==> config.mk <==
export PLATFORM = sky130hd
export DESIGN_NAME = voice_allocator_flat
export DESIGN_NICKNAME = d
export VERILOG_FILES = /design/src/rtl/voice_allocator_if.sv /design/src/rtl/voice_allocator.sv /design/src/flat_wrapper.sv
export SDC_FILE = /design/constraint.sdc
export NUM_CORES = 1
export LEC_CHECK = 0
export ABC_AREA = 1
export CELL_PAD_IN_SITES_DETAIL_PLACEMENT = 1
export CELL_PAD_IN_SITES_GLOBAL_PLACEMENT = 2
export CORE_UTILIZATION = 30
export DETAILED_ROUTE_END_ITERATION = 6
export GPL_ROUTABILITY_DRIVEN = 0
export HOLD_SLACK_MARGIN = 0.03
export PLACE_DENSITY = 0.76
export SLEW_MARGIN = 20
export SYNTH_ARGS = -nofsm -noshare
export SYNTH_HDL_FRONTEND = slang
export SYNTH_SLANG_ARGS = --single-unit
export TNS_END_PERCENT = 100
==> constraint.sdc <==
create_clock -name clk -period 4.24 [get_ports clk]
set_clock_uncertainty 0.05 [all_clocks]
set_input_delay 0.636 -clock clk [delete_from_list [all_inputs] [get_ports clk]]
set_output_delay 0.636 -clock clk [all_outputs]
set_load 0.1 [all_outputs]
==> src/rtl/voice_allocator_if.sv <==
// Event handshake, voice status and accumulator-configuration bus of the voice allocator.
// The allocator sits on the slave side: it consumes note events and drives everything else.
interface voice_allocator_if #(
   parameter int NUM_VOICES = 4
);
   logic                            ev_valid;
   logic                            ev_ready;
   logic                            ev_on;
   logic [7:0]                      ev_note;
   logic [NUM_VOICES-1:0]           voice_active;
   logic [8*NUM_VOICES-1:0]         voice_notes;
   logic                            cfg_load;
   logic [$clog2(NUM_VOICES)-1:0]   cfg_voice;
   logic [7:0]                      cfg_note;
   logic                            cfg_enable;
   logic [7:0]                      steal_count;

   modport slave (
      input  ev_valid, ev_on, ev_note,
      output ev_ready, voice_active, voice_notes,
             cfg_load, cfg_voice, cfg_note, cfg_enable, steal_count
   );

   modport master (
      output ev_valid, ev_on, ev_note,
      input  ev_ready, voice_active, voice_notes,
             cfg_load, cfg_voice, cfg_note, cfg_enable, steal_count
   );
endinterface

==> src/rtl/voice_allocator.sv <==
// Polyphonic voice allocator: maps note-on/off events onto NUM_VOICES accumulators with
// retrigger, free-voice and oldest-voice-steal policies, one event per IDLE/SCAN/COMMIT pass.
module voice_allocator #(
   parameter int NUM_VOICES = 4,
   parameter int AGE_W      = 8
) (
   input  logic             clk,
   input  logic             reset,
   voice_allocator_if.slave bus
);
   localparam int VIDX_W = $clog2(NUM_VOICES);

   typedef enum logic [1:0] {IDLE, SCAN, COMMIT} state_t;

   state_t                  state_q, state_d;
   logic                    on_q, on_d;
   logic [7:0]              note_q, note_d;
   logic [NUM_VOICES-1:0]   active_q, active_d;
   logic [7:0]              notes_q [NUM_VOICES];
   logic [7:0]              notes_d [NUM_VOICES];
   logic [AGE_W-1:0]        age_q [NUM_VOICES];
   logic [AGE_W-1:0]        age_d [NUM_VOICES];
   logic                    cfg_load_q, cfg_load_d;
   logic [VIDX_W-1:0]       cfg_voice_q, cfg_voice_d;
   logic [7:0]              cfg_note_q, cfg_note_d;
   logic                    cfg_enable_q, cfg_enable_d;
   logic [7:0]              steal_q, steal_d;

   logic                    accept;
   logic                    hit_found, free_found;
   logic [VIDX_W-1:0]       hit_idx, free_idx, old_idx;
   logic [AGE_W-1:0]        old_age;
   logic                    sel_valid, sel_steal;
   logic [VIDX_W-1:0]       sel_idx;

   function automatic logic [AGE_W-1:0] age_inc(input logic [AGE_W-1:0] a);
      return (&a) ? a : a + AGE_W'(1);
   endfunction

   function automatic logic [7:0] cnt_inc(input logic [7:0] c);
      return (&c) ? c : c + 8'd1;
   endfunction

   assign accept = bus.ev_valid && bus.ev_ready;

   // Voice search runs on the captured event; strict '>' keeps age ties on the lowest index.
   always_comb begin
      hit_found  = 1'b0;
      hit_idx    = '0;
      free_found = 1'b0;
      free_idx   = '0;
      old_idx    = '0;
      old_age    = age_q[0];
      for (int i = 0; i < NUM_VOICES; i++) begin
         if (active_q[i] && notes_q[i] == note_q && !hit_found) begin
            hit_found = 1'b1;
            hit_idx   = VIDX_W'(i);
         end
         if (!active_q[i] && !free_found) begin
            free_found = 1'b1;
            free_idx   = VIDX_W'(i);
         end
         if (age_q[i] > old_age) begin
            old_age = age_q[i];
            old_idx = VIDX_W'(i);
         end
      end

      sel_valid = 1'b0;
      sel_steal = 1'b0;
      sel_idx   = hit_idx;
      if (!note_q[7]) begin
         if (on_q) begin
            sel_valid = 1'b1;
            if (!hit_found && free_found) begin
               sel_idx = free_idx;
            end else if (!hit_found) begin
               sel_idx   = old_idx;
               sel_steal = 1'b1;
            end
         end else begin
            sel_valid = hit_found;
         end
      end
   end

   always_comb begin
      state_d      = state_q;
      on_d         = on_q;
      note_d       = note_q;
      active_d     = active_q;
      notes_d      = notes_q;
      age_d        = age_q;
      cfg_load_d   = 1'b0;
      cfg_voice_d  = cfg_voice_q;
      cfg_note_d   = cfg_note_q;
      cfg_enable_d = cfg_enable_q;
      steal_d      = steal_q;

      case (state_q)
         IDLE: begin
            if (accept) begin
               state_d = SCAN;
               on_d    = bus.ev_on;
               note_d  = bus.ev_note;
            end
         end
         SCAN: begin
            state_d = COMMIT;
            if (sel_valid) begin
               cfg_load_d  = 1'b1;
               cfg_voice_d = sel_idx;
               if (on_q) begin
                  for (int i = 0; i < NUM_VOICES; i++) begin
                     if (VIDX_W'(i) == sel_idx) begin
                        active_d[i] = 1'b1;
                        notes_d[i]  = note_q;
                        age_d[i]    = '0;
                     end else if (active_q[i]) begin
                        age_d[i] = age_inc(age_q[i]);
                     end
                  end
                  cfg_enable_d = 1'b1;
                  cfg_note_d   = note_q;
                  if (sel_steal) steal_d = cnt_inc(steal_q);
               end else begin
                  active_d[sel_idx] = 1'b0;
                  notes_d[sel_idx]  = '0;
                  age_d[sel_idx]    = '0;
                  cfg_enable_d      = 1'b0;
                  cfg_note_d        = '0;
               end
            end
         end
         COMMIT:  state_d = IDLE;
         default: state_d = IDLE;
      endcase
   end

   always_ff @(posedge clk or posedge reset) begin
      if (reset) begin
         state_q      <= IDLE;
         on_q         <= 1'b0;
         note_q       <= '0;
         active_q     <= '0;
         for (int i = 0; i < NUM_VOICES; i++) begin
            notes_q[i] <= '0;
            age_q[i]   <= '0;
         end
         cfg_load_q   <= 1'b0;
         cfg_voice_q  <= '0;
         cfg_note_q   <= '0;
         cfg_enable_q <= 1'b0;
         steal_q      <= '0;
      end else begin
         state_q      <= state_d;
         on_q         <= on_d;
         note_q       <= note_d;
         active_q     <= active_d;
         notes_q      <= notes_d;
         age_q        <= age_d;
         cfg_load_q   <= cfg_load_d;
         cfg_voice_q  <= cfg_voice_d;
         cfg_note_q   <= cfg_note_d;
         cfg_enable_q <= cfg_enable_d;
         steal_q      <= steal_d;
      end
   end

   assign bus.ev_ready     = (state_q == IDLE) && !reset;
   assign bus.voice_active = active_q;
   assign bus.cfg_load     = cfg_load_q;
   assign bus.cfg_voice    = cfg_voice_q;
   assign bus.cfg_note     = cfg_note_q;
   assign bus.cfg_enable   = cfg_enable_q;
   assign bus.steal_count  = steal_q;

   for (genvar g = 0; g < NUM_VOICES; g++) begin : g_notes
      assign bus.voice_notes[8*g +: 8] = notes_q[g];
   end
endmodule

==> src/flat_wrapper.sv <==
// flat-port wrapper written by rule: the top's interface ports become plain ports
module voice_allocator_flat 
#(
   parameter int NUM_VOICES = 4,
   parameter int AGE_W      = 8
)
  (clk, reset, bus_ev_valid, bus_ev_on, bus_ev_note, bus_ev_ready, bus_voice_active, bus_voice_notes, bus_cfg_load, bus_cfg_voice, bus_cfg_note, bus_cfg_enable, bus_steal_count);
  voice_allocator_if #(.NUM_VOICES(NUM_VOICES)) bus_i ();
  input  logic clk;
  input  logic reset;
  input wire logic [$bits(bus_i.ev_valid)-1:0] bus_ev_valid;
  input wire logic [$bits(bus_i.ev_on)-1:0] bus_ev_on;
  input wire logic [$bits(bus_i.ev_note)-1:0] bus_ev_note;
  output wire logic [$bits(bus_i.ev_ready)-1:0] bus_ev_ready;
  output wire logic [$bits(bus_i.voice_active)-1:0] bus_voice_active;
  output wire logic [$bits(bus_i.voice_notes)-1:0] bus_voice_notes;
  output wire logic [$bits(bus_i.cfg_load)-1:0] bus_cfg_load;
  output wire logic [$bits(bus_i.cfg_voice)-1:0] bus_cfg_voice;
  output wire logic [$bits(bus_i.cfg_note)-1:0] bus_cfg_note;
  output wire logic [$bits(bus_i.cfg_enable)-1:0] bus_cfg_enable;
  output wire logic [$bits(bus_i.steal_count)-1:0] bus_steal_count;
  assign bus_i.ev_valid = bus_ev_valid;
  assign bus_i.ev_on = bus_ev_on;
  assign bus_i.ev_note = bus_ev_note;
  assign bus_ev_ready = bus_i.ev_ready;
  assign bus_voice_active = bus_i.voice_active;
  assign bus_voice_notes = bus_i.voice_notes;
  assign bus_cfg_load = bus_i.cfg_load;
  assign bus_cfg_voice = bus_i.cfg_voice;
  assign bus_cfg_note = bus_i.cfg_note;
  assign bus_cfg_enable = bus_i.cfg_enable;
  assign bus_steal_count = bus_i.steal_count;
  voice_allocator #(.NUM_VOICES(NUM_VOICES), .AGE_W(AGE_W)) u_core (.clk(clk), .reset(reset), .bus(bus_i));
endmodule
# Word-level counts from Yosys, hierarchy flattened
# Index checks and enable logic that the tools add are counted.
[totals] regBits=99 in_bits=12 output_inout_bits=57 word_cells=165
[classes] addsub=5 order_cmp=7 n_eq_ne=21 muxes=62 bitwise=7 n_reduce_logical=43
[op_table] op="two-way mux 8 bit" count=20
[op_table] op="AND 32 bit" count=2
[op_table] op="two-way mux 32 bit" count=2
[op_table] op="adder 8 x 1 -> 8 bit (second input constant)" count=5
[op_table] op="AND reduction 8 bit" count=5
[op_table] op="== test 8 bit" count=4
[op_table] op="NOT 32 bit" count=1
[op_table] op="two-way mux 1 bit" count=25
[op_table] op="> comparator 8 bit" count=3
[op_table] op="inequality test 3 bit (second input constant)" count=8
[op_table] op="two-way mux 2 bit" count=11
[op_table] op="demux 8 bit (select 2 bit)" count=1
[op_table] op="AND reduction 4 bit" count=4
[op_table] op="logical AND 1 bit" count=15
[op_table] op="AND reduction 3 bit" count=4
[op_table] op="zero test 1 bit" count=10
[op_table] op="inequality test 2 bit (second input constant)" count=4
[op_table] op="AND reduction 5 bit" count=1
[op_table] op="AND 4 bit" count=1
[op_table] op="== test 2 bit (first input constant)" count=2
[op_table] op="zero test 2 bit" count=2
[op_table] op="two-way mux 4 bit" count=1
[op_table] op="NOT 4 bit" count=1
[op_table] op="one-hot mux 2 bit (2 select lines)" count=1
[op_table] op="11 further kinds" count=12

# Logic depth before layout (Yosys ltp)
[logic_depth] ltp_word=25 ltp_mapped=43 mapped_depth_nobuf=42

# Worst setup path after synthesis
# OpenSTA, ideal clock, no wires.
[synth_path] kind="register -> register" startpoint="reg u_core.age_q[19] (netlist bit)" endpoint="reg u_core.age_q[11] (netlist bit)" setup_ns=0.116 t_arrival_ns=4.345 required_time_ns=4.074 setup_slack_ns=-0.271 stages_incl_launch_ff=36 n_path_buf=3 path_cell_list="dfrtp_1 ha_1 nand2_1 inv_1 nand2_1 nand2_1 nand2_1 a21oi_1 inv_1 clkbuf_1 o21ai_0 ha_1 nand2_1 inv_1 nand2_1 nand2_1 nand2_1 nand2_1 nand2_1 clkbuf_1 o21ai_0 ha_1 nand2_1 nor2_1 nand2_1 nand2_1 nand2_1 nand3_1 nand4_1 nand2_4 nand3_2 buf_4 nand3_1 nand2_1 nand2_1 nand2_1"
[synth_via] elab_chain_len=18 elab_cells_between_ends=26 cone_classes="order compare: 5; eq/ne: 3; mux: 13; bitwise: 3; reduce/logical: 2"
[synth_lines] element="start, declared" line_no="voice_allocator.sv:21" text="logic [AGE_W-1:0] age_q [NUM_VOICES];"
[synth_lines] element="start signal, assigned" line_no="voice_allocator.sv:161" text="age_q <= age_d;"
[synth_lines] element="> comparator 8 bit" line_no="voice_allocator.sv:63" text="if (age_q[i] > old_age) begin"
[synth_lines] element="two-way mux 8 bit" line_no="voice_allocator.sv:63"
[synth_lines] element="> comparator 8 bit" line_no="voice_allocator.sv:63"
[synth_lines] element="two-way mux 8 bit" line_no="voice_allocator.sv:63"
[synth_lines] element="> comparator 8 bit" line_no="voice_allocator.sv:63"
[synth_lines] element="two-way mux 2 bit *" line_no="voice_allocator.sv:63"
[synth_lines] element="two-way mux 2 bit *" line_no="voice_allocator.sv:77" text="end else if (!hit_found) begin"
[synth_lines] element="two-way mux 2 bit *" line_no="voice_allocator.sv:75" text="if (!hit_found && free_found) begin"
[synth_lines] element="[... 2 more ...]"
[synth_lines] element="NOT 2 -> 3 bit (implied by the code)" line_no="voice_allocator.sv:129" text="age_d[sel_idx] = '0;"
[synth_lines] element=">= comparator 3 bit (implied by the code) or < comparator 3 x 1 -> 1 bit (tied branches)" line_no="voice_allocator.sv:129"
[synth_lines] element="logical AND 1 bit (implied by the code)" line_no="voice_allocator.sv:129"
[synth_lines] element="two-way mux 8 bit (implied by the code)" line_no="voice_allocator.sv:129"
[synth_lines] element="demux 8 bit (select 2 bit)" line_no="voice_allocator.sv:129"
[synth_lines] element="NOT 32 bit (no line)"
[synth_lines] element="AND 32 bit (no line)"
[synth_lines] element="two-way mux 32 bit" line_no="voice_allocator.sv:113" text="if (on_q) begin"
# Mark *: on every way between the ends. The rest lies on a longest branch, timed or not.
# A chain may end at the register's enable or synchronous reset.

# Final worst setup path
[layout_path] startpoint="reg u_core.age_q[25] (netlist bit)" endpoint="reg u_core.notes_q, in the netlist u_core.bus.voice_notes[4]"
[layout_via] elab_chain_len=18 elab_cells_between_ends=24 cone_classes="order compare: 5; eq/ne: 1; mux: 12; bitwise: 3; reduce/logical: 3"
[layout_lines] element="> comparator 8 bit" line_no="voice_allocator.sv:63"
[layout_lines] element="two-way mux 8 bit" line_no="voice_allocator.sv:63"
[layout_lines] element="> comparator 8 bit" line_no="voice_allocator.sv:63"
[layout_lines] element="two-way mux 8 bit" line_no="voice_allocator.sv:63"
[layout_lines] element="> comparator 8 bit" line_no="voice_allocator.sv:63"
[layout_lines] element="two-way mux 2 bit *" line_no="voice_allocator.sv:63"
[layout_lines] element="two-way mux 2 bit *" line_no="voice_allocator.sv:77"
[layout_lines] element="two-way mux 2 bit *" line_no="voice_allocator.sv:75"
[layout_lines] element="[... 2 more ...]"
[layout_lines] element="NOT 2 -> 3 bit (implied by the code)" line_no="voice_allocator.sv:128" text="notes_d[sel_idx] = '0;"
[layout_lines] element=">= comparator 3 bit (implied by the code) or < comparator 3 x 1 -> 1 bit (tied branches)" line_no="voice_allocator.sv:128"
[layout_lines] element="logical AND 1 bit (implied by the code)" line_no="voice_allocator.sv:128"
[layout_lines] element="two-way mux 8 bit (implied by the code)" line_no="voice_allocator.sv:128"
[layout_lines] element="demux 8 bit (select 2 bit)" line_no="voice_allocator.sv:128"
[layout_lines] element="NOT 32 bit (no line)"
[layout_lines] element="AND 32 bit (no line)"
[layout_lines] element="two-way mux 32 bit" line_no="voice_allocator.sv:113"
[layout_lines] element="end signal, assigned" line_no="voice_allocator.sv:160" text="notes_q <= notes_d;"
[layout_lines] element="end, declared" line_no="voice_allocator.sv:19" text="logic [7:0] notes_q [NUM_VOICES];"
# Marks and branches as above.

==> results.toml <==
[outcome]
status = "finished with violations"
violations = "setup timing"

[detailed_routing]
postRouteAntennaNets = 0
vias = 6006
route.detailed.drc = 0
drt_iter0_drc = 205
vias_per_cell = 4.79
wl_per_cell_um = 17.1
wirelength_mm = 21.5
dr.pass1.iters = 4

[global_routing]
antenna_found_initial = 0
overflow = 0
grt_pass1_vias = 6185
grt_use_met2 = 0.329
grt.total_usage = 0.203
met3_usage = 0.0311
grt_start_max_net_pins = 64
grt.met1_usage = 0.281
grt.busiest_layer = "met2"
grt_pass1_wl_mm = 34.1

[pwr]
p_int_mw = 2.72
power.share.sequential = 0.227
ir_worst_vdd_mv = 0.383
combPwrFrac = 0.602
clock_power_share = 0.172
p_leak_nw = 4.19
p_per_area_nw_per_um2 = 613
switching_power_mw = 2.65
switching_share = 0.493
power_mw = 5.37

[sta]
rsz0062_at_grt = "true"
fin_tns_setup_ps = -18930
finalCritPeriodShare = 1.08
final-setup-viol-count = 69
fmax_mhz = 217
min_period_ps = 4600
layout_setup_ws_ps = -359
relSlewSlack = 0.310
hold_viol_final = 0
tightest_slew_ps = 1030
drv_slew = 0

[cells_and_area]
final_common_cell = "nand2_1"
layout_common_cells = "nand2_1 (256), dfrtp_1 (99), nand3_1 (74)"
area_delta_synth_final_pct = 38.6
fin_util = 0.429
final_layout_size_suffix_gt1_frac = 0.231
antenna_cells = 0
regArea_sq_um = 2480
nFillCells = 2470
multiInputGateArea_sq_um = 3910
fin_nets = 1021

[critical_path]
cp-start-kind = "flip-flop"
arrival_ps = 4790
worstSetupPathType = "flip-flop to flip-flop"
cpPeakStageDelay_ps = 380
required_ps = 4430
reg2reg_depth = 32
crit_start = "u_core.age_q[25]"
crit_path_max_fanout = 6
regToRegStartpoint = "u_core.age_q[25]"
cpMaxStageDelayCell = "dfrtp_1"
end_kind = "flip-flop"

[die]
io_pins = 69
rows = 52
core_area_sq_um = 20400
start_util = 0.309
die_h_um = 147
die_area_sq_um = 21600
die_w_um = 147

[synthesis]
ys_seq_area_frac = 0.392
synth.cell_area_sq_um = 6320
ys_seq_elements = 99
ys_warn_count = 0
synthesis.nets = 890
netlist_instances = 849
ys_types = 42
async_flop_share = 1.00
synth_edf_count = 0
ys.flop_type = "dfrtp_1"
postSynthAreaPerCell_sq_um = 7.44

[clock_network]
clk_latency_ps = 360
clk_pin_slew_worst_paths_ps = 70
cts_sinks = 99
root_buffer = "clkbuf_16"
cts_made_buffers = 9
ctsHtreeMaxLevel = 3
clk_path_buf_depth = 2
cts_tree = "done"

[min_path]
min-delay-start = "u_core.bus.cfg_note[3]"
hp-class = "flip-flop to flip-flop"
min_path_cells = 2

[placement]
port_buffers = 68
hpwl_mm = 14.8

[job]
cap_viol_max_count = 0
## synthesized netlist by cell type (3+ instances only)
cell type | instances | area, sq um
xnor2_1 | 10 | 87.6
nand3_2 | 7 | 70.1
ha_1 | 29 | 363
buf_6 | 3 | 33.8
buf_4 | 4 | 30.0
nor2_1 | 47 | 176
nand2_4 | 6 | 67.6
o21ai_0 | 45 | 225
o21ai_1 | 18 | 90.1
nand3_1 | 80 | 400
xor2_1 | 24 | 210
inv_1 | 76 | 285
o22ai_1 | 6 | 37.5
nand4_1 | 9 | 56.3
nor3_1 | 13 | 65.1
nand2_1 | 292 | 1100
clkbuf_1 | 12 | 45.0
nand3b_1 | 10 | 75.1
buf_2 | 6 | 30.0
dfrtp_1 | 99 | 2480
a21oi_1 | 13 | 65.1
nand2_2 | 5 | 31.3
inv_2 | 11 | 41.3
## critical path, delay by kind of cell (launching register included)
family | cells | cell delay [ps]
simple gates | 18 | 1650
fa+ha+maj | 3 | 900
buf+inv | 5 | 770
compound gates | 6 | 710
flops | 1 | 380
## timing repair
item,in CTS,in global routing
pin swaps,42,44
setup endpoints to repair,70,70
hold endpoints to repair,0,0
gates resized for setup,84,77
hold buffers,0,0
setup buffers,14,7
gates cloned,8,1
## worst paths after layout
check                           slack (ps)                          to
worst max-delay path                  -360   u_core.bus.voice_notes[4]
worst max register to register        -360   u_core.bus.voice_notes[4]
max in group asynchronous             2600            u_core.age_q[28]
min in group asynchronous              820  u_core.bus.voice_notes[13]
worst min-delay path                   430      u_core.bus.cfg_note[3]
worst min register to register         430      u_core.bus.cfg_note[3]
## final cells by class
type | instances | area share
inverter | 90 | 0.0427
sequential | 99 | 0.283
multi-input combinational | 640 | 0.446
clock inverter | 4 | 0.00629
tap | 270 | 0.0386
timing repair buffer | 138 | 0.150
clock buffer | 12 | 0.0304
timing repair inverter | 2 | 0.00272
## layer usage
metal,vias up,part of all wire
met2,54,0.47
met1,2936,0.49
li1,3003,-
met5,-,0
met3,13,0.028
met4,0,0.010
## flip-flops by register name, summed over array words and instances (netlist names)
register / cells
u_core.age_q: 32
u_core.bus.cfg_enable: 1
u_core.bus.cfg_load: 1
u_core.bus.cfg_note: 8
u_core.bus.cfg_voice: 2
u_core.bus.steal_count: 8
u_core.bus.voice_active: 4
u_core.bus.voice_notes: 32
u_core.note_q: 8
u_core.on_q: 1
u_core.state_q: 2
## metrics by stage
| stage | hold slack [ps] | cells | area [sq um] | worst slack (ps) |
|---|---|---|---|---|
| finish | 426 | 1255 | 8760 | -359 |
| global route | 452 | 1255 | 8760 | -606 |
| CTS | 429 | 1247 | 8400 | -184 |
| detailed placement | 412 | 1209 | 7630 | -542 |
| global placement | 406 | 1209 | 7630 | -468 |
| floorplan | 387 | 849 | 6390 | 4.86 |
## power by group through the flow
stage          Clock, mW  Combinational, mW  Sequential, mW
2_1_floorplan          0               1.22            1.80
3_3_place_gp           0               2.47            1.23
3_5_place_dp           0               2.49            1.23
4_1_cts            0.951               2.97            1.21
5_1_grt            0.977               3.52            1.24
6_report           0.921               3.23            1.22
## cells by family (layout without fill, tap and decap cells)
group | count (synthesis) | in the layout | share of synthesized area
multiplexers | 2 | 2 | 0.00337
XOR/XNOR | 34 | 34 | 0.0471
flip-flops | 99 | 99 | 0.392
AO/OA/AOI/OAI | 91 | 91 | 0.0804
buffers and inverters | 117 | 246 | 0.0772
AND/OR/NAND/NOR | 477 | 484 | 0.342
adder cells (fa/ha/maj) | 29 | 29 | 0.0574
Note: power is estimated with default switching activity, not from simulation.
